File: src/rtl/lane_position_ctrl.sv
// Player-lane controller: debounced left/right keys become one-lane moves over
// NUM_LANES lanes, each sequenced through a DrawReq/DrawDone handshake with a one-deep move buffer.

module lane_position_ctrl_deb #(
  parameter int DEBOUNCE_CYCLES = 16
) (
  input  logic Clock,
  input  logic Reset,
  input  logic raw_i,
  output logic press_o
);
  localparam int CW = $clog2(DEBOUNCE_CYCLES);
  localparam logic [CW-1:0] CNT_MAX = CW'(DEBOUNCE_CYCLES - 1);

  logic          s1_q, s2_q, lvl_q, lvl_d1_q;
  logic [CW-1:0] cnt_q;

  always_ff @(posedge Clock) begin
    if (!Reset) begin
      s1_q     <= 1'b0;
      s2_q     <= 1'b0;
      lvl_q    <= 1'b0;
      lvl_d1_q <= 1'b0;
      cnt_q    <= '0;
    end else begin
      s1_q     <= raw_i;
      s2_q     <= s1_q;
      lvl_d1_q <= lvl_q;
      if (s2_q == lvl_q) begin
        cnt_q <= '0;
      end else if (cnt_q == CNT_MAX) begin
        lvl_q <= ~lvl_q;
        cnt_q <= '0;
      end else begin
        cnt_q <= cnt_q + CW'(1);
      end
    end
  end

  // One pulse per debounced rising edge; a held key never re-fires.
  assign press_o = lvl_q & ~lvl_d1_q;
endmodule

module lane_position_ctrl #(
  parameter int NUM_LANES       = 4,
  parameter int POS_W           = 2,
  parameter int START_POS       = 0,
  parameter int DEBOUNCE_CYCLES = 16,
  parameter int WRAP            = 0
) (
  input  logic             Clock,
  input  logic             Reset,
  input  logic             LeftIn,
  input  logic             RightIn,
  input  logic             DrawDone,
  output logic [POS_W-1:0] CurrPos,
  output logic [POS_W-1:0] PrevPos,
  output logic             DrawReq,
  output logic             Settled,
  output logic             Overrun
);
  localparam logic [POS_W-1:0] LAST  = POS_W'(NUM_LANES - 1);
  localparam logic [POS_W-1:0] START = POS_W'(START_POS);

  typedef enum logic {IDLE, DRAW} state_t;

  logic [1:0] raw, press;  // [0] left, [1] right
  assign raw = {RightIn, LeftIn};

  for (genvar k = 0; k < 2; k++) begin : g_key
    lane_position_ctrl_deb #(.DEBOUNCE_CYCLES(DEBOUNCE_CYCLES)) u_deb (
      .Clock  (Clock),
      .Reset  (Reset),
      .raw_i  (raw[k]),
      .press_o(press[k])
    );
  end

  logic ev_vld, ev_right;
  assign ev_vld   = press[0] ^ press[1];
  assign ev_right = press[1];

  state_t           state_q;
  logic             pend_vld_q, pend_right_q;
  logic [POS_W-1:0] curr_q, prev_q;
  logic             req_q, settled_q, ovr_q;

  // Buffered move wins over a fresh press; legality is judged against the lane at issue time.
  logic             mv_vld, mv_right, mv_legal;
  logic [POS_W-1:0] mv_tgt;
  always_comb begin
    mv_vld   = pend_vld_q | ev_vld;
    mv_right = pend_vld_q ? pend_right_q : ev_right;
    mv_tgt   = '0;
    mv_legal = 1'b1;
    if (mv_right) begin
      if (curr_q == LAST) begin
        mv_tgt   = '0;
        mv_legal = (WRAP != 0);
      end else begin
        mv_tgt = curr_q + POS_W'(1);
      end
    end else begin
      if (curr_q == '0) begin
        mv_tgt   = LAST;
        mv_legal = (WRAP != 0);
      end else begin
        mv_tgt = curr_q - POS_W'(1);
      end
    end
  end

  always_ff @(posedge Clock) begin
    if (!Reset) begin
      state_q      <= IDLE;
      pend_vld_q   <= 1'b0;
      pend_right_q <= 1'b0;
      curr_q       <= START;
      prev_q       <= START;
      req_q        <= 1'b0;
      settled_q    <= 1'b1;
      ovr_q        <= 1'b0;
    end else begin
      ovr_q <= 1'b0;
      case (state_q)
        IDLE: begin
          // Serving the slot frees it; a same-cycle press refills it.
          if (pend_vld_q) begin
            pend_vld_q <= ev_vld;
            if (ev_vld) pend_right_q <= ev_right;
          end
          if (mv_vld && mv_legal) begin
            prev_q    <= curr_q;
            curr_q    <= mv_tgt;
            req_q     <= 1'b1;
            settled_q <= 1'b0;
            state_q   <= DRAW;
          end
        end
        DRAW: begin
          if (ev_vld) begin
            if (!pend_vld_q) begin
              pend_vld_q   <= 1'b1;
              pend_right_q <= ev_right;
            end else begin
              ovr_q <= 1'b1;
            end
          end
          if (DrawDone) begin
            req_q     <= 1'b0;
            settled_q <= 1'b1;
            state_q   <= IDLE;
          end
        end
        default: state_q <= IDLE;
      endcase
    end
  end

  assign CurrPos = curr_q;
  assign PrevPos = prev_q;
  assign DrawReq = req_q;
  assign Settled = settled_q;
  assign Overrun = ovr_q;
endmodule
File: config.mk
export PLATFORM = sky130hd
export DESIGN_NAME = lane_position_ctrl
export DESIGN_NICKNAME = d
export VERILOG_FILES = /design/src/rtl/lane_position_ctrl.sv
export SDC_FILE = /design/constraint.sdc
export NUM_CORES = 1
export LEC_CHECK = 0
export BUFFER_PORTS_ARGS = -buffer_cell sky130_fd_sc_hd__buf_2
export CAP_MARGIN = 15
export CELL_PAD_IN_SITES_DETAIL_PLACEMENT = 1
export CELL_PAD_IN_SITES_GLOBAL_PLACEMENT = 1
export CORE_MARGIN = 3
export CORE_UTILIZATION = 49
export CTS_BUF_LIST = sky130_fd_sc_hd__clkbuf_2
export DETAILED_ROUTE_END_ITERATION = 7
export PLACE_DENSITY_LB_ADDON = 0.1
export SETUP_SLACK_MARGIN = 0.02
export SLEW_MARGIN = 20
export SYNTH_ARGS = -nofsm -noshare
export SYNTH_HDL_FRONTEND = slang
export SYNTH_SLANG_ARGS = --single-unit
File: constraint.sdc
create_clock -name Clock -period 3.4 [get_ports Clock]
set_input_delay 0.68 -clock Clock [delete_from_list [all_inputs] [get_ports Clock]]
set_output_delay 0.68 -clock Clock [all_outputs]
set_load 0.005 [all_outputs]
==> impl_metrics.py, run 1 <==
metrics = {
    "routing": {
        "ant_nets": 0,
        "remaining_drc_errors": 0,
        "via_per_inst": 4.98,
        "firstDrtPassIters": 2,
        "wl_per_cell_um": 12.6,
        "first_iter_violations": 1,
        "via_count": 697,
        "routed_wl_um": 1760,
    },
    "job": {
        "cap_violations": 0,
    },
    "setup_path": {
        "r2r_cells": 5,
        "crit_type": "reg -> reg",
        "ff2ff_setup_slack_ns": 1.69,
        "required_ns": 3.68,
        "crit_chain": "nand2b_2 > o21ai_2 > o22ai_2 > a211oi_4 > mux2i_1",
        "arrival_ns": 1.99,
        "cp-end-kind": "flip-flop",
        "worst_setup_path_start_kind": "flip-flop",
        "crit_fanout": 7,
        "crit_path_start": "g_key[1].u_deb.lvl_q$_SDFFE_PN0P_",
        "cpMaxStageDelayCell": "dfxtp_1",
        "critical_path.endpoint": "CurrPos[0]$_SDFFE_PN0P_",
        "cpPeakStageDelay_ns": 0.47,
        "worstReg2RegStart": "g_key[1].u_deb.lvl_q$_SDFFE_PN0P_",
        "reg2reg_to": "CurrPos[0]$_SDFFE_PN0P_",
    },
    "clock_network": {
        "post-cts-setup-buffer-count": 0,
        "hold_buffers": 0,
        "cts_root_buf": "clkbuf_2",
        "numCtsBuffers": 3,
        "clockBufferDepth": 2,
        "cts_tree": "yes",
        "ctsHtreeMaxLevel": 1,
        "cts_resized": 0,
        "insertion_delay_ns": 0.35,
        "clock-sinks": 26,
        "clk_pin_slew_worst_paths_ns": 0.23,
    },
    "synthesis": {
        "syn_nets": 111,
        "synth-xor-area-share": 0.0831,
        "synth_top_family_by_area": "simple AND/OR/NAND/NOR gates",
        "netlist_instances": 102,
        "avgSynthCellArea_um2": 10.2,
        "ys_top_cells_by_area": "dfxtp_1 50%, mux2i_1 6.7%, xor2_1 5.9%",
        "yosysMostFrequentCell": "dfxtp_1",
        "synth_compound_area_frac": 0.0831,
        "synthAdderAreaFrac": 0.0482,
        "synth.area.mux_share": 0.0675,
        "synth_top_area_frac": 0.501,
        "async_reset_ff_frac": 0,
        "netlist_area_mm2": 0.00104,
        "synth_edf_count": 0,
        "synth.yosys.seq_area_share": 0.501,
        "synth_seq_cells": 26,
        "synth_top_area_cell": "dfxtp_1",
        "ys_top_cells_by_count": "26 x dfxtp_1, 10 x nand2_1, 7 x mux2i_1, 7 x nor2_1, 7 x xor2_1",
        "synth.distinct_cells": 24,
        "ys.flop_type": "dfxtp_1",
        "synthSimpleGateAreaFrac": 0.178,
        "ys_warn_count": 0,
    },
    "sta": {
        "timing.final.max_slew_violations": 0,
        "tns_ns": 0,
        "hold_violations": 0,
        "fin_crit_ns": 1.71,
        "setup_ws_ns": 1.69,
        "fmax_ghz": 0.585,
        "worst_slew_pin_slew_ns": 0.434,
        "slew_headroom": 0.710,
        "rsz0062_at_grt": "false",
        "fin_worst_skew_ns": 0.0124,
        "min_period_over_period": 0.503,
        "setup_violations": 0,
    },
    "power": {
        "ir_drop_mv": 0.277,
        "p_per_area_mw_per_mm2": 383,
        "leakage_uw": 0.000530,
        "fin_total_pwr_uw": 431,
    },
    "floorplanning": {
        "initial_core_util": 0.524,
        "die_x_um": 52.0,
        "num_rows": 16,
        "core_area_mm2": 0.00198,
        "ios": 12,
        "dieArea_mm2": 0.00271,
        "fp.dieH_um": 52.0,
    },
    "grt": {
        "grt_pass1_wl_um": 3190,
        "track_usage": 0.164,
        "grt_start_max_net_pins": 25,
        "overflow": 0,
        "grt_pass1_vias": 732,
        "antenna_found_initial": 0,
    },
    "status": {
        "status": "finished, final reports clean",
    },
    "layout": {
        "multi_input_area_um2": 478,
        "n_antenna_cell": 0,
        "regArea_um2": 520,
        "area_growth_pct": 8.31,
        "stdcell_count": 140,
        "postLayoutCellArea_mm2": 0.00112,
        "nFillCells": 236,
        "nNetsFinal": 124,
        "drive_gt1_frac": 0.177,
    },
    "place": {
        "dp_slack_ns": 1.72,
        "dp.cells": 137,
        "io_buffers": 11,
        "dpl.hpwl_um": 1330,
        "placed_area_mm2": 0.00111,
        "place_congestion": 0.702,
    },
    "worst_hold_path": {
        "hold_path.class": "reg -> reg",
        "hp-start": "g_key[0].u_deb.cnt_q[0]$_SDFF_PP0_",
    },
}
[per-layer routing]
layer	vias up	GRT usage	routed length (um)
met5	-	0	0
met3	5	0.0344	56
met4	0	0.0917	38
met2	10	0.272	865
li1	355	-	-
met1	327	0.194	803
[power breakdown]
| part | internal, uW | switching (uW) |
|---|---|---|
| Sequential | 308 | 1.38 |
| Combinational | 4.49 | 6.48 |
| Clock | 24.0 | 85.9 |
[sequential cells by signal (all words and copies together), names as in the netlist, 2 cells and up]
signal,flops
CurrPos,2
g_key.u_deb.cnt_q,8
PrevPos,2
g_key.u_deb.lvl_d1_q,2
g_key.u_deb.s2_q,2
g_key.u_deb.s1_q,2
g_key.u_deb.lvl_q,2
[cell families (layout without fill, tap and decap cells)]
| logic type | after synthesis | in the layout |
|---|---|---|
| AND/OR/NAND/NOR | 37 | 37 |
| multiplexers | 7 | 7 |
| flip-flops | 26 | 26 |
| AO/OA/AOI/OAI | 10 | 10 |
| XOR/XNOR | 9 | 9 |
| buffers and inverters | 9 | 20 |
| adder cells (fa/ha/maj) | 4 | 4 |
[through the flow]
stage	hold WS [ns]	utilization
3_3_place_gp	0.418	0.560
2_1_floorplan	0.412	-
4_1_cts	0.466	0.568
3_5_place_dp	0.422	0.560
5_1_grt	0.488	0.568
6_report	0.462	0.568
[layout by cell type, fill, tap and decap left out]
cell	Yosys	final
buf_2	0	11
nand2b_2	1	1
o21ai_2	1	1
nand3_1	6	6
nand2_1	10	10
and2_2	1	1
a21oi_1	1	1
xor2_1	7	7
ha_1	4	4
a21boi_0	2	2
clkbuf_2	0	3
xnor2_2	1	1
nor2_1	7	7
dfxtp_1	26	26
mux2i_1	7	7
o22ai_2	1	1
nor2b_1	4	4
xnor2_1	1	1
inv_1	6	6
and3_1	2	2
o21ai_0	2	2
o21a_1	2	2
a211oi_4	1	1
and2_1	6	6
[cell type report]
cell class	count	share of cell area
multi-input combinational	67	0.425
tap	27	0.0300
clock buffer	3	0.0133
sequential	26	0.463
inverter	6	0.0200
timing repair buffer	11	0.0489
[worst min path at each step]
stage                                         endpoint  depth (start not counted)  slack (ns)
finish              g_key[0].u_deb.cnt_q[0]$_SDFF_PP0_                          1        0.46
global route            g_key[1].u_deb.s1_q$_SDFF_PN0_                          2        0.49
CTS                 g_key[0].u_deb.cnt_q[0]$_SDFF_PP0_                          1        0.47
detailed placement      g_key[1].u_deb.s2_q$_SDFF_PN0_                          1        0.42
global placement        g_key[0].u_deb.s2_q$_SDFF_PN0_                          1        0.42
floorplan               g_key[0].u_deb.s2_q$_SDFF_PN0_                          1        0.41
[worst max-delay path: cells and delay by family (launching register included)]
family / cells / cell delay [ns]
AO/OA/AOI/OAI: 3 / 0.81
multiplexers: 1 / 0.25
AND/OR/NAND/NOR: 1 / 0.13
flip-flops: 1 / 0.47
Note: power is estimated with default switching activity, not from simulation.
==> run 2: changes to the inputs <==
ABC_AREA = 1   (was unset)
CORE_UTILIZATION = 44   (was 49)
clock period = 1.6 ns   (was 3.4 ns; I/O delays follow)
==> impl_metrics.py, run 2 <==
metrics = {
    "layout": {
        "largest_register_ffs": 8,
        "drive_gt1_frac": 0.179,
        "final_common_cell": "nand2_1",
        "postLayoutCellArea_mm2": 0.00119,
        "layout_common_cells": "27 x nand2_1, 26 x dfxtp_1, 17 x nor2_1",
        "area_growth_pct": 12.7,
        "regMostFlops": "g_key.u_deb.cnt_q",
        "fin_util": 0.528,
        "n_antenna_cell": 0,
        "nNetsFinal": 155,
        "nFillCells": 300,
    },
    "sta": {
        "fin_worst_skew_ns": 0.0187,
        "hold_ws_ns": 0.128,
        "worst_slew_pin_slew_ns": 0.252,
        "slew_headroom": 0.832,
        "hold_violations": 0,
        "setup_violations": 0,
        "rsz0062_at_grt": "false",
        "tns_ns": 0,
        "fmax_ghz": 0.748,
        "min_period_over_period": 0.836,
        "timing.final.max_slew_violations": 0,
        "fin_crit_ns": 1.34,
    },
    "worst_hold_path": {
        "hold_path.class": "in -> reg",
    },
    "setup_path": {
        "crit_chain": "inv_1 > ha_1 > nand3_1 > nand2_4 > nor2_8 > nand2_1 > o31ai_1",
        "crit_type": "reg -> reg",
        "crit_fanout": 10,
        "cpMaxStageDelayCell": "dfxtp_1",
        "required_ns": 1.88,
        "cp-end-kind": "flip-flop",
        "cpPeakStageDelay_ns": 0.45,
        "arrival_ns": 1.62,
        "worst_setup_path_start_kind": "flip-flop",
    },
    "synthesis": {
        "netlist_instances": 131,
        "yosysMostFrequentCell": "nand2_1",
        "synth.yosys.seq_area_share": 0.493,
        "synth.distinct_cells": 20,
        "async_reset_ff_frac": 0,
        "avgSynthCellArea_um2": 8.06,
        "ys.flop_type": "dfxtp_1",
        "ys_top_cells_by_area": "dfxtp_1 49%, nand2_1 9.6%, nor2_1 6.0%",
        "netlist_area_mm2": 0.00106,
        "synth_edf_count": 0,
        "syn_nets": 140,
        "synth_top_area_cell": "dfxtp_1",
        "ys_warn_count": 0,
        "synth_top_area_frac": 0.493,
        "ys_top_cells_by_count": "27 x nand2_1, 26 x dfxtp_1, 17 x nor2_1",
        "synth_seq_cells": 26,
    },
    "place": {
        "place_congestion": 0.654,
        "dpl.hpwl_um": 1560,
        "io_buffers": 11,
        "placed_area_mm2": 0.00114,
    },
    "clock_network": {
        "clock-sinks": 26,
        "cts_tree": "yes",
        "insertion_delay_ns": 0.36,
        "clk_pin_slew_worst_paths_ns": 0.25,
        "hold_buffers": 0,
        "ctsHtreeMaxLevel": 1,
        "cts_resized": 0,
        "post-cts-setup-buffer-count": 0,
        "cts_root_buf": "clkbuf_2",
        "numCtsBuffers": 3,
        "clockBufferDepth": 2,
    },
    "routing": {
        "wl_per_cell_um": 11.4,
        "via_per_inst": 4.92,
        "wl_met1_um": 846,
        "wl_met2_um": 1040,
        "remaining_drc_errors": 0,
        "routed_wl_um": 1970,
        "first_iter_violations": 12,
        "via_count": 851,
        "ant_nets": 0,
        "firstDrtPassIters": 4,
        "top_layer": "met4",
        "wl_met3_um": 66,
    },
    "grt": {
        "grt_pass1_wl_um": 3350,
        "antenna_found_initial": 0,
        "overflow": 0,
        "grt_pass1_vias": 832,
        "track_usage": 0.154,
        "grt_start_max_net_pins": 16,
    },
    "floorplanning": {
        "num_rows": 17,
        "die_x_um": 55.0,
        "fp.dieH_um": 55.0,
        "core_area_mm2": 0.00225,
        "dieArea_mm2": 0.00302,
        "initial_core_util": 0.468,
        "ios": 12,
    },
    "power": {
        "p_per_area_mw_per_mm2": 923,
        "ir_drop_mv": 0.563,
        "fin_total_pwr_uw": 1100,
        "leakage_uw": 0.000583,
    },
    "status": {
        "status": "finished, final reports clean",
    },
    "job": {
        "cap_violations": 0,
    },
}
==> run 2: changes by cell type after synthesis, moves of 6 or more <==
cell / delta
mux2i_1: -7
a21oi_1: +7
nand2_1: +17
nor2_1: +10
inv_1: +10
and2_1: -6
==> run 2: cells by family (layout without fill, tap and decap cells) <==
| kind of cell | count (synthesis) | count (layout) | share of synthesized area |
|---|---|---|---|
| adders and majority gates | 4 | 4 | 0.0474 |
| DFF | 26 | 26 | 0.493 |
| and+or+nand+nor | 60 | 60 | 0.268 |
| AOI/OAI and AO/OA | 16 | 16 | 0.0782 |
| xor gates and xnor gates | 5 | 5 | 0.0415 |
| buffers and inverters | 20 | 34 | 0.0723 |
==> run 2: area by class of cell <==
type / count / area [um^2] / share of cell area
Sequential cell: 26 / 520 / 0.437
Multi-Input combinational cell: 85 / 459 / 0.386
Inverter: 18 / 67.6 / 0.0568
Timing Repair Buffer: 12 / 62.6 / 0.0526
Tap cell: 28 / 35.0 / 0.0294
Clock inverter: 1 / 30.0 / 0.0252
Clock buffer: 3 / 15.0 / 0.0126
==> run 2: per-stage QoR <==
| step | instances | worst slack, ns |
|---|---|---|
| after global placement | 169 | 0.345 |
| after detailed placement | 169 | 0.281 |
| final | 173 | 0.262 |
| after global routing | 173 | 0.123 |
| after floorplan | 131 | 0.375 |
| after CTS | 173 | 0.259 |
==> run 2: worst paths after layout <==
check / from / endpoint / slack (ns) / cells past startpoint
setup / recovery: CurrPos[0]$_SDFFE_PN0P_ / state_q$_SDFF_PN0_ / 0.26 / 7
hold / removal: RightIn / g_key[1].u_deb.s1_q$_SDFF_PN0_ / 0.13 / 3
setup reg to reg: CurrPos[0]$_SDFFE_PN0P_ / state_q$_SDFF_PN0_ / 0.26 / 7
hold reg to reg: g_key[1].u_deb.s1_q$_SDFF_PN0_ / g_key[1].u_deb.s2_q$_SDFF_PN0_ / 0.44 / 2
==> run 2: worst max-delay path: cells and delay by family, from the launching register on <==
family / cells / cell delay [ns]
buffers and inverters: 1 / 0.08
adder cells (fa/ha/maj): 1 / 0.19
flip-flops: 1 / 0.45
AO/OA/AOI/OAI: 1 / 0.07
AND/OR/NAND/NOR: 4 / 0.47
==> run 2: routing by layer <==
| metal | vias up | GRT usage |
|---|---|---|
| li1 | 435 | - |
| met1 | 403 | 0.164 |
| met2 | 11 | 0.291 |
| met3 | 2 | 0.0402 |
| met4 | 0 | 0.0486 |
| met5 | - | 0 |
==> run 2: power breakdown <==
group	total (uW)	switching [uW]	internal [uW]	leakage (uW)
Sequential	659	2.94	656	0.000210
Combinational	27.2	17.0	10.2	0.000346
Clock	412	197	215	0.0000266
Total	1100	217	881	0.000583
